File: config.mk
export PLATFORM = sky130hd
export DESIGN_NAME = ifu_fetch
export DESIGN_NICKNAME = d
export VERILOG_FILES = /design/src/rtl/ifu_fetch.sv
export SDC_FILE = /design/constraint.sdc
export NUM_CORES = 1
export LEC_CHECK = 0
export ABC_AREA = 1
export BUFFER_PORTS_ARGS = -buffer_cell sky130_fd_sc_hd__buf_2
export CORE_MARGIN = 5
export CORE_UTILIZATION = 35
export DETAILED_ROUTE_END_ITERATION = 8
export MAX_ROUTING_LAYER = met4
export PLACE_DENSITY = 0.56
export SETUP_SLACK_MARGIN = 0.3
export SLEW_MARGIN = 20
export SYNTH_ARGS = -nofsm -noshare
export SYNTH_HDL_FRONTEND = slang
export SYNTH_SLANG_ARGS = --single-unit
File: constraint.sdc
create_clock -name clk_i -period 6.4 [get_ports clk_i]
set_input_delay 1.28 -clock clk_i [delete_from_list [all_inputs] [get_ports clk_i]]
set_output_delay 1.28 -clock clk_i [all_outputs]
set_load 0.005 [all_outputs]
File: src/rtl/ifu_fetch.sv
// Instruction fetch unit: owns the PC, issues one AR/R read at a time and
// hands the fetched instruction to IF/ID; redirects discard wrong-path fetches.
module ifu_fetch #(
  parameter int unsigned     PC_W     = 32,
  parameter int unsigned     INST_W   = 32,
  parameter logic [PC_W-1:0] RESET_PC = PC_W'(32'h8000_0000)
) (
  input  logic              clk_i,
  input  logic              rst_i,
  input  logic              redirect_valid_i,
  input  logic [PC_W-1:0]   redirect_pc_i,
  output logic              arvalid_o,
  output logic [PC_W-1:0]   araddr_o,
  input  logic              arready_i,
  input  logic              rvalid_i,
  input  logic [INST_W-1:0] rdata_i,
  input  logic [1:0]        rresp_i,
  output logic              rready_o,
  output logic [INST_W-1:0] f_inst_o,
  output logic [PC_W-1:0]   f_pc_o,
  output logic              f_fault_o,
  output logic              f_valid_o,
  input  logic              D_ready_i
);

  localparam logic [1:0] S_REQ  = 2'd0;
  localparam logic [1:0] S_WAIT = 2'd1;
  localparam logic [1:0] S_HOLD = 2'd2;

  logic [1:0]        state, state_n;
  logic [PC_W-1:0]   pc, pc_n;
  logic [PC_W-1:0]   addr_q;
  logic [PC_W-1:0]   redir_pc;
  logic              kill, kill_n;
  logic              run;
  logic              cap;
  logic              ar_fire;
  logic [INST_W-1:0] inst_q;
  logic [PC_W-1:0]   ipc_q;
  logic              fault_q;

  assign redir_pc  = redirect_pc_i & ~PC_W'(3);
  assign arvalid_o = run && (state == S_REQ);
  assign araddr_o  = addr_q;
  assign rready_o  = (state == S_WAIT);
  assign f_valid_o = (state == S_HOLD);
  assign f_inst_o  = f_valid_o ? inst_q : '0;
  assign f_pc_o    = f_valid_o ? ipc_q : '0;
  assign f_fault_o = f_valid_o && fault_q;
  assign ar_fire   = arvalid_o && arready_i;

  always_comb begin
    state_n = state;
    pc_n    = pc;
    kill_n  = kill;
    cap     = 1'b0;
    case (state)
      S_REQ: begin
        if (ar_fire) state_n = S_WAIT;
        // A presented request must still complete, so it is marked for dropping.
        if (redirect_valid_i) begin
          pc_n   = redir_pc;
          kill_n = run;
        end
      end
      S_WAIT: begin
        if (rvalid_i) begin
          if (redirect_valid_i || kill) begin
            state_n = S_REQ;
            kill_n  = 1'b0;
          end else begin
            cap     = 1'b1;
            pc_n    = pc + PC_W'(4);
            state_n = S_HOLD;
          end
        end else if (redirect_valid_i) begin
          kill_n = 1'b1;
        end
        if (redirect_valid_i) pc_n = redir_pc;
      end
      S_HOLD: begin
        if (D_ready_i || redirect_valid_i) state_n = S_REQ;
        if (redirect_valid_i) pc_n = redir_pc;
      end
      default: state_n = S_REQ;
    endcase
  end

  always_ff @(posedge clk_i or posedge rst_i) begin
    if (rst_i) begin
      state   <= S_REQ;
      pc      <= RESET_PC;
      addr_q  <= RESET_PC;
      kill    <= 1'b0;
      run     <= 1'b0;
      inst_q  <= '0;
      ipc_q   <= '0;
      fault_q <= 1'b0;
    end else begin
      run   <= 1'b1;
      state <= state_n;
      pc    <= pc_n;
      kill  <= kill_n;
      // Address is frozen while presented; it tracks the PC in every other cycle.
      if (state != S_REQ || !run) addr_q <= pc_n;
      if (cap) begin
        inst_q  <= rdata_i;
        ipc_q   <= pc;
        fault_q <= (rresp_i != 2'b00);
      end
    end
  end

endmodule
==> summary.md, run 1 <==
| Metric | Value |
|---|---|
| PortBufs | 169 |
| CP startpoint kind | flip-flop |
| Synth cell types | 41 |
| LEAKAGE | 4.490 nW |
| CTS Sinks | 133 |
| Max Clk Rate | 0.2454 GHz |
| Type of the worst setup path | flip-flop to output port |
| Post-DR wirelength/cell | 14.71 um |
| GRT Total Usage | 18.18% |
| Initial DRC Count | 418 |
| Antenna Diode Count | 0 |
| # resized after CTS | 0 |
| Peak supply drop | 0.1654 mV |
| Register area share after synthesis | 47.35% |
| Clock latency on the worst-skew pair | 0.42 ns |
| Relative slew slack | 33.91% |
| Post-CTS setup buffer count | 0 |
| Final Skew | 0.006868 ns |
| Commonest cells after routing, fill and taps aside | nand2_1, buf_2, nor2_1 |
| Die W | 151.8 um |
| Total gr overflow | 0 |
| Post-synth top area cell | dfrtp_1 |
| P&R area growth vs syn | 23.43% |
| Cell count after synthesis | 956 |
| Primary FF master, synth | dfrtp_1 |
| Compound-Gate Fraction of Synth Area | 10.78% |
| DRT Pass-1 Iters | 4 |
| Synthesized area per cell | 7.358 sq um |
| Delay of the slowest cell on the worst path | 0.74 ns |
| CP cell instances | nor2_1, clkinv_2, nor2_1, buf_2 |
| CP top delay family | buffers and inverters |
| Post-synthesis xor/xnor area fraction | 0% |
| Final Critical Period | 4.075 ns |
| Initial antenna violation count | 0 |
| Post-layout util | 44.17% |
| Clock-pin slew on the worst setup and hold paths | 0.06 ns |
| Die area | 0.02303 sq mm |
| RSZ-0062 raised after global routing | false |
| Post-route DRC | 0 |
| CTS Hold Bufs | 0 |
| Setup TNS Final | 0 ns |
| Worst endpoint data arrival time | 2.79 ns |
| Post-Synth Adder-Cell Area | 0.1779% |
| Crit share post-route | 63.67% |
| Crit Path Max Fanout | 66 |
| Cell Area, Synth | 0.007034 sq mm |
| Fin. max-slew vios | 0 |
| Hpwl dp | 14130 um |
| Die height | 151.8 um |
| Post-synth EDFFs | 0 |
| Slew @ Worst Pin | 0.9889 ns |
| IO Pins | 172 |
| First-pass GRT wire length | 31640 um |
| Routed Wire Length | 20380 um |
| Initial Util | 35.79% |
| CTS H-tree depth | 4 |
| #FFs+latches synth | 133 |
| Mux contribution to synthesized area | 0% |
| Area contributors post-synth | dfrtp_1, nand2_1, nor2_1 |
| Largest net degree at the start of global routing | 91 |
| Worst reg-to-reg setup slack | 2.91 ns |
| Commonest non-fill, non-tap cell in the layout | nand2_1 |
| CTS tree | yes |
| TritonCTS Buffers | 17 |
| Power density cells | 347.4 mW/mm^2 |
| Routability congestion estimate from global placement | 0.8878 |
| Crit path buf inv count | 2 |
| Post-Synth Simple-Gate Area | 31.32% |
| Async S/R FF share, synth | 100.0% |
| Vias per cell | 4.674 |
| Routed via count | 6473 |
| Largest family of logic cells by synthesized area | simple AND/OR/NAND/NOR gates |
| Layout Nets | 1181 |
| Slowest cell on crit path | dfrtp_1 |
| Most common cell type on the critical path | nor2_1 |
| Final hold vios | 0 |
| Finish-stage setup viols | 0 |
| Clock root cell | clkbuf_16 |
| Hold WC Path Type | flip-flop to flip-flop |
| Post-Syn Nets | 1029 |
| Layout cells sized above 1 | 22.77% |
| Vias in the first global route | 5978 |
| Worst Setup End Kind | output port |
| Placement row count | 51 |
| DRT antenna net count | 0 |
| Status | finished clean |
| Maxcap violations | 0 |
| Maximum buffer depth of the clock tree | 2 |
| Core Area | 0.01965 sq mm |
| Synth warn | 0 |
| Post-synth top area share | 46.60% |
| Filler cell count | 2065 |
| Worst Path Required | 5.12 ns |
==> worst min-delay path, cell delays in order (launching register included) <==
cell and delay, ns:
dfstp_2 0.37, nand2_1 0.05, nand2_1 0.05
==> path summary, 6_finish.rpt <==
path                              start           end  depth (start not counted)
max                            state[0]    f_pc_o[21]                          4
min                        araddr_o[31]  araddr_o[31]                          2
max reg2reg                    state[0]  araddr_o[13]                          7
min reg2reg                araddr_o[31]  araddr_o[31]                          2
max in group asynchronous         rst_i        pc[24]                          3
min in group asynchronous         rst_i    inst_q[12]                          2
==> sequential cells by signal, indices dropped and copies added (netlist names) <==
signal,count
araddr_o,32
inst_q,32
ipc_q,32
pc,32
state,2
fault_q,1
kill,1
run,1
==> cell usage after synthesis (4+ instances only) <==
cell        n
a21oi_1     8
buf_2      14
clkbuf_1   22
dfrtp_1   131
inv_1     131
nand2_1   256
nand2_2    14
nand3_1    53
nand3_2     4
nand4_1     8
nor2_1    147
nor2_2      9
nor2_4      6
o211ai_1    4
o21ai_0    82
o21ai_1     5
o22ai_1    12
o32ai_1    10
==> power by group <==
part           internal (W)  total (W)  switching (W)
clock              0.000661    0.00104       0.000383
combinational      0.000248   0.000683       0.000435
sequential          0.00113    0.00129       0.000155
==> routing by layer <==
layer | GRT usage [%] | vias up | part of all wire [%]
li1 | - | 3281 | -
met3 | 3.480 | 20 | 6.9
met4 | 4.762 | 0 | 1.1
met2 | 26.98 | 207 | 43
met1 | 25.68 | 2965 | 49
met5 | - | - | 0
==> metrics by stage <==
| stage | std cells | hold WS, ns | setup slack [ns] | cell area, sq um | power (W) |
|---|---|---|---|---|---|
| after floorplan | 956 | 0.4530 | 1.569 | 7034 | 0.001746 |
| after global placement | 1354 | 0.4591 | 2.580 | 8059 | 0.001974 |
| after detailed placement | 1354 | 0.4599 | 2.561 | 8059 | 0.001988 |
| after CTS | 1385 | 0.4731 | 2.236 | 8681 | 0.003051 |
| after global routing | 1385 | 0.4876 | 2.104 | 8682 | 0.003227 |
| final | 1385 | 0.4719 | 2.325 | 8682 | 0.003016 |
==> logic make-up after synthesis <==
| group | Yosys count |
|---|---|
| buffers and inverters | 178 |
| DFF | 133 |
| AOI/OAI and AO/OA | 132 |
| adders and majority gates | 1 |
| and+or+nand+nor | 511 |
| other | 1 |
==> area by class of cell <==
cell class / instances / area [sq um] / area share, %
Sequential cell: 133 / 3331 / 38.36
Tap cell: 265 / 331.6 / 3.819
Multi-Input combinational cell: 645 / 2978 / 34.30
Inverter: 136 / 516.7 / 5.952
Clock buffer: 19 / 442.9 / 5.102
Clock inverter: 12 / 178.9 / 2.061
Timing Repair Buffer: 175 / 903.4 / 10.40
Note: power is estimated with default switching activity, not from simulation.
==> inputs of run 2 (changes only) <==
--- a/config.mk
+++ b/config.mk
@@ -5,13 +5,13 @@
 export SDC_FILE = /design/constraint.sdc
 export NUM_CORES = 1
 export LEC_CHECK = 0
-export ABC_AREA = 1
+export ABC_AREA = 0
 export BUFFER_PORTS_ARGS = -buffer_cell sky130_fd_sc_hd__buf_2
 export CORE_MARGIN = 5
 export CORE_UTILIZATION = 35
 export DETAILED_ROUTE_END_ITERATION = 8
 export MAX_ROUTING_LAYER = met4
-export PLACE_DENSITY = 0.56
+export PLACE_DENSITY = 0.58
 export SETUP_SLACK_MARGIN = 0.3
 export SLEW_MARGIN = 20
 export SYNTH_ARGS = -nofsm -noshare
==> constraint.sdc (replaced) <==
create_clock -name clk_i -period 3.71 [get_ports clk_i]
set_input_delay 0.742 -clock clk_i [delete_from_list [all_inputs] [get_ports clk_i]]
set_output_delay 0.742 -clock clk_i [all_outputs]
set_load 0.005 [all_outputs]
==> summary.md, run 2 <==
| Metric | Value |
|---|---|
| Status | finished clean |
| First-pass GRT wire length | 35090 um (+11%) |
| Layout Nets | 1022 (-13%) |
| Vias in the first global route | 6117 (+2.3%) |
| Synth cell types | 62 (+51%) |
| Largest net degree at the start of global routing | 76 (-16%) |
| Max Clk Rate | 0.3598 GHz |
| Power density cells | 582.2 mW/mm^2 (+68%) |
| Die W | 150.9 um (-0.57%) |
| Async S/R FF share, synth | 100.0% (unchanged) |
| Routed via count | 6542 (+1.1%) |
| Hold Startpoint | pc[1] |
| CTS H-tree depth | 4 (unchanged) |
| # resized after CTS | 0 (unchanged) |
| Core Area | 0.01953 sq mm (-0.65%) |
| Post-route DRC | 0 (unchanged) |
| LEAKAGE | 4.528 nW (+0.85%) |
| Crit share post-route | 74.91% |
| Synth warn | 0 (unchanged) |
| CP Launch Point | state[1] |
| Layout cells sized above 1 | 27.13% (+4.4 points) |
| Synth top cells by count | nand2_1, dfrtp_1, and3_1, clkbuf_1, a21oi_1 |
| Initial Util | 35.59% (-0.20 points) |
| Total power | 0.005111 W (+69%) |
| Relative slew slack | 40.33% (+6.4 points) |
| #FFs+latches synth | 133 (unchanged) |
| Worst Setup End Kind | output port |
| Finish-stage setup viols | 0 (unchanged) |
| Post-DR wirelength/cell | 18.33 um (+25%) |
| Register area share after synthesis | 47.93% (+0.58 points) |
| Maximum buffer depth of the clock tree | 2 (unchanged) |
| Primary FF master, synth | dfrtp_1 |
| R2r startpoint | pc[2] |
| Type of the worst setup path | flip-flop to output port |
| CTS Sinks | 133 (unchanged) |
| Clock latency on the worst-skew pair | 0.42 ns (about the same) |
| Worst Path Required | 2.97 ns (-2.15 ns) |
| Clock root cell | clkbuf_16 |
| Initial antenna violation count | 0 (unchanged) |
| DRT Pass-1 Iters | 5 (+1) |
| Antenna Diode Count | 0 (unchanged) |
| Hpwl dp | 15540 um (+10%) |
| Die area | 0.02277 sq mm (-1.1%) |
| Post-CTS setup buffer count | 0 (unchanged) |
| Maxcap violations | 0 (unchanged) |
| DP Worst Slack | 0.7912 ns (-1.770 ns) |
| Clock-pin slew on the worst setup and hold paths | 0.06 ns (about the same) |
| Hold WC Path Type | flip-flop to flip-flop |
| Post-Syn Nets | 879 (-15%) |
| Cell Area, Synth | 0.006949 sq mm (-1.2%) |
| Fin. max-slew vios | 0 (unchanged) |
| PortBufs | 169 (unchanged) |
| CP startpoint kind | flip-flop |
| Post-synth top area share | 47.17% (+0.57 points) |
| Final Critical Period | 2.779 ns |
| Design Area, Final | 0.008778 sq mm (+1.1%) |
| RSZ-0062 raised after global routing | false |
| Initial DRC Count | 642 (+54%) |
| Post-synth EDFFs | 0 (unchanged) |
| Slew @ Worst Pin | 0.8932 ns (-0.09573 ns) |
| Synthesized area per cell | 8.622 sq um (+17%) |
| Placed Area | 0.008083 sq mm (+0.29%) |
| Cell count after synthesis | 806 (-16%) |
| Final hold vios | 0 (unchanged) |
| DRT antenna net count | 0 (unchanged) |
| Worst endpoint data arrival time | 2.04 ns (-0.75 ns) |
| Final WS setup | 0.9307 ns (-1.394 ns) |
| Die height | 150.9 um (-0.57%) |
| Area contributors post-synth | dfrtp_1, nand2_1, and3_1 |
| Routability congestion estimate from global placement | 0.9309 (+4.9%) |
| CTS tree | yes |
| TritonCTS Buffers | 17 (unchanged) |
| IO Pins | 172 (unchanged) |
| Top-count cell post-synth | nand2_1 |
| Commonest non-fill, non-tap cell in the layout | nand2_1 |
| GRT Total Usage | 20.45% (+2.3 points) |
| Placement row count | 51 (unchanged) |
| Vias per cell | 5.332 (+14%) |
| Final hold slack | 0.4586 ns (-0.01329 ns) |
| Peak supply drop | 0.3078 mV (+86%) |
| Routed Wire Length | 22490 um (+10%) |
| P&R area growth vs syn | 26.32% |
| CTS Hold Bufs | 0 (unchanged) |
| Final Skew | 0.006636 ns (-0.0002318 ns) |
| Total gr overflow | 0 (unchanged) |
| Commonest cells after routing, fill and taps aside | nand2_1, buf_2, dfrtp_1 |
| Setup TNS Final | 0 ns (unchanged) |
| Post-synth top area cell | dfrtp_1 |
| Crit Path Max Fanout | 68 (+3.0%) |
==> run 2: cell types whose count changed after synthesis, sizes merged, moves of 8 or more <==
cell    before  now
and3         0   70
inv        134   15
nand3       57   13
nor3         3   16
mux2         0   24
nor2       164   30
clkbuf      22   53
o21ai       89   22
nor4         0   13
o31ai        3   11
a21oi        8   31
nand2      272  221
o32ai       10    2
==> run 2: per-layer routing <==
metal  up-vias  global-route usage [%]  wire length [um]
met2       301                   29.81              9774
met5         -                       -                 0
met1      3078                   28.92             10480
li1       3127                       -                 -
met3        36                   5.117              1858
met4         0                   4.578               374
==> run 2: cell type report <==
class                           instances  area [sq um]
Timing Repair Buffer                  189          1033
Clock buffer                           19         442.9
Sequential cell                       133          3332
Fill cell                            2002         10750
Tap cell                              265         331.6
Inverter                               18         71.32
Clock inverter                         13         252.7
Multi-Input combinational cell        590          3314
==> run 2: stage by stage <==
stage	utilization, %	instances
finish	44.96	1227
global route	44.96	1227
CTS	44.96	1227
detailed placement	41.39	1195
global placement	41.39	1195
floorplan	-	806
==> run 2: worst max-delay path, stage by stage, from the launching register on <==
cell and delay, ns:
dfrtp_2 0.62, buf_4 0.56, and3_1 0.28, buf_2 0.12
==> run 2: final timing paths <==
check	endpoint	slack [ns]	cells after the start
setup / recovery	f_inst_o[24]	0.93	3
max in group asynchronous	araddr_o[31]	2.39	3
hold reg to reg	ipc_q[1]	0.46	2
setup reg to reg	pc[26]	1.13	6
min in group asynchronous	inst_q[29]	0.50	2
hold / removal	ipc_q[1]	0.46	2
==> run 2: logic make-up (layout without fill, tap and decap cells) <==
kind of cell	count (synthesis)	after routing	synth area share, %
flip-flops	133	133	47.93
adder cells (fa/ha/maj)	1	1	0.1800
buffers and inverters	83	239	4.519
XOR/XNOR	4	4	0.5042
other	1	1	0.05396
multiplexers	30	30	4.753
AO/OA/AOI/OAI	138	138	13.47
AND/OR/NAND/NOR	416	416	28.59
==> run 2: power by group <==
part           internal (W)  switching (W)
Combinational      0.000405       0.000541
Clock               0.00135       0.000649
Sequential          0.00188       0.000291
==> inputs of run 3 (changes only) <==
--- a/config.mk
+++ b/config.mk
@@ -11,7 +11,7 @@
 export CORE_UTILIZATION = 35
 export DETAILED_ROUTE_END_ITERATION = 8
 export MAX_ROUTING_LAYER = met4
-export PLACE_DENSITY = 0.58
+export PLACE_DENSITY = 0.56
 export SETUP_SLACK_MARGIN = 0.3
 export SLEW_MARGIN = 20
 export SYNTH_ARGS = -nofsm -noshare
==> constraint.sdc (replaced) <==
create_clock -name clk_i -period 2.8 [get_ports clk_i]
set_input_delay 0.56 -clock clk_i [delete_from_list [all_inputs] [get_ports clk_i]]
set_output_delay 0.56 -clock clk_i [all_outputs]
set_load 0.005 [all_outputs]
==> summary.md, run 3 (synthesis gave the netlist of run 2 again) <==
| Metric | Value |
|---|---|
| Clock-pin slew on the worst setup and hold paths | 0.07 ns (about the same) |
| Worst Path Required | 2.24 ns (-0.73 ns) |
| CP top delay family | flip-flops |
| Hold WC Path Type | primary input to async pin |
| Crit Path Max Fanout | 38 (-44%) |
| Clock root cell | clkbuf_16 |
| TritonCTS Buffers | 17 (unchanged) |
| Total power | 0.006485 W (+27%) |
| CTS H-tree depth | 4 (unchanged) |
| Layout Nets | 1041 (+1.9%) |
| Filler cell count | 1995 (-0.35%) |
| Peak supply drop | 0.4390 mV (+43%) |
| Worst Setup End Kind | output port |
| Hpwl dp | 16220 um (+4.4%) |
| Vias per cell | 5.367 (+0.67%) |
| IO Pins | 172 (unchanged) |
| Setup TNS Final | 0 ns (unchanged) |
| Die area | 0.02277 sq mm (unchanged) |
| Initial DRC Count | 695 (+8.3%) |
| Commonest non-fill, non-tap cell in the layout | nand2_1 |
| CTS Sinks | 133 (unchanged) |
| RSZ-0062 raised after global routing | false |
| Type of the worst setup path | flip-flop to output port |
| DRT Pass-1 Iters | 5 (unchanged) |
| Final hold vios | 0 (unchanged) |
| Worst endpoint data arrival time | 1.83 ns (-0.21 ns) |
| CP cell instances | buf_4, and3_1, buf_2 |
| DRT antenna net count | 0 (unchanged) |
| Post-CTS setup buffer count | 0 (unchanged) |
| Power density cells | 729.5 mW/mm^2 (+25%) |
| Total gr overflow | 0 (unchanged) |
| R2r startpoint | kill |
| Slowest cell on crit path | dfrtp_2 |
| FF-to-FF End | araddr_o[31] |
| Post-DR wirelength/cell | 18.60 um (+1.5%) |
| Initial Util | 35.59% (unchanged) |
| Max Clk Rate | 0.4189 GHz |
| Final Critical Period | 2.387 ns |
| Routed via count | 6693 (+2.3%) |
| Fin. max-slew vios | 0 (unchanged) |
| Delay of the slowest cell on the worst path | 0.63 ns (about the same) |
| Relative slew slack | 47.96% (+7.6 points) |
| Crit path buf inv count | 2 (unchanged) |
| Status | finished clean |
| Core Area | 0.01953 sq mm (unchanged) |
| Worst reg-to-reg setup slack | 0.43 ns (-0.70 ns) |
| Reg2reg path depth | 7 (+1) |
| Commonest cells after routing, fill and taps aside | nand2_1, buf_2, dfrtp_1 |
| LEAKAGE | 4.599 nW (+1.6%) |
| CTS tree | yes |
| CP startpoint kind | flip-flop |
| Maxcap violations | 0 (unchanged) |
| Vias in the first global route | 6413 (+4.8%) |
| Design Area, Final | 0.008890 sq mm (+1.3%) |
| Finish-stage setup viols | 0 (unchanged) |
| Placement row count | 51 (unchanged) |
| Final Skew | 0.01190 ns (+0.005262 ns) |
| Placed Area | 0.008267 sq mm (+2.3%) |
| Post-route DRC | 0 (unchanged) |
| Initial antenna violation count | 1 (+1) |
| Crit share post-route | 85.25% |
| Die W | 150.9 um (unchanged) |
| Routed Wire Length | 23190 um (+3.1%) |
| Layout cells sized above 1 | 29.05% (+1.9 points) |
| Routability congestion estimate from global placement | 0.9742 (+4.7%) |
| P&R area growth vs syn | 27.93% |
| First-pass GRT wire length | 36060 um (+2.8%) |
| PortBufs | 169 (unchanged) |
| Maximum buffer depth of the clock tree | 2 (unchanged) |
| GRT Total Usage | 20.96% (+0.51 points) |
| Largest net degree at the start of global routing | 74 (-2.6%) |
| Slew @ Worst Pin | 0.7790 ns (-0.1142 ns) |
| Clock latency on the worst-skew pair | 0.42 ns (about the same) |
| Die height | 150.9 um (unchanged) |
[run 3: cell type report]
| cell class | instances | area (sq um) | area share [%] |
|---|---|---|---|
| antenna | 1 | 2.502 | 0.02815 |
| clock buffer | 18 | 439.2 | 4.940 |
| clock inverter | 14 | 165.2 | 1.858 |
| inverter | 18 | 71.32 | 0.8023 |
| multi-input combinational | 590 | 3331 | 37.47 |
| sequential | 133 | 3332 | 37.48 |
| tap | 265 | 331.6 | 3.730 |
| timing repair buffer | 208 | 1217 | 13.69 |
[run 3: worst max path at each step]
stage                       to        startpoint  slack (ns)  cells after the start
finish              f_pc_o[10]          state[1]        0.41                      3
global route         arvalid_o          state[0]        0.31                      6
CTS                  arvalid_o          state[0]        0.36                      6
detailed placement      pc[23]  redirect_valid_i        0.06                      8
global placement        pc[23]  redirect_valid_i        0.09                      8
floorplan               pc[23]  redirect_valid_i        0.37                      5
[run 3: metrics by stage]
| step | hold WS, ns | instances | utilization (%) | setup WS (ns) |
|---|---|---|---|---|
| after global placement | 0.4442 | 1214 | 42.34 | 0.09232 |
| after global routing | 0.2882 | 1247 | 45.53 | 0.3126 |
| final | 0.2793 | 1247 | 45.53 | 0.4130 |
| after detailed placement | 0.4483 | 1214 | 42.34 | 0.05536 |
| after floorplan | 0.4309 | 806 | - | 0.3703 |
| after CTS | 0.2818 | 1246 | 45.43 | 0.3604 |
[run 3: per-layer routing]
metal,GRT usage (%),wire length [um]
met2,29.00,9833
met5,-,0
met3,3.830,1835
met1,31.26,11110
met4,6.029,416
[run 3: repair_timing]
item | CTS | global route
hold buffers | 0 | 0
resized for setup | 0 | 4
endpoints found under the setup margin | 0 | 5
[run 3: power by group]
| part | total, W | switching, W | internal (W) | leakage, nW |
|---|---|---|---|---|
| Sequential | 0.00287 | 0.000379 | 0.00249 | 1.65 |
| Clock | 0.00231 | 0.000950 | 0.00136 | 0.291 |
| Combinational | 0.00130 | 0.000740 | 0.000565 | 2.66 |
| Total | 0.00648 | 0.00207 | 0.00442 | 4.60 |
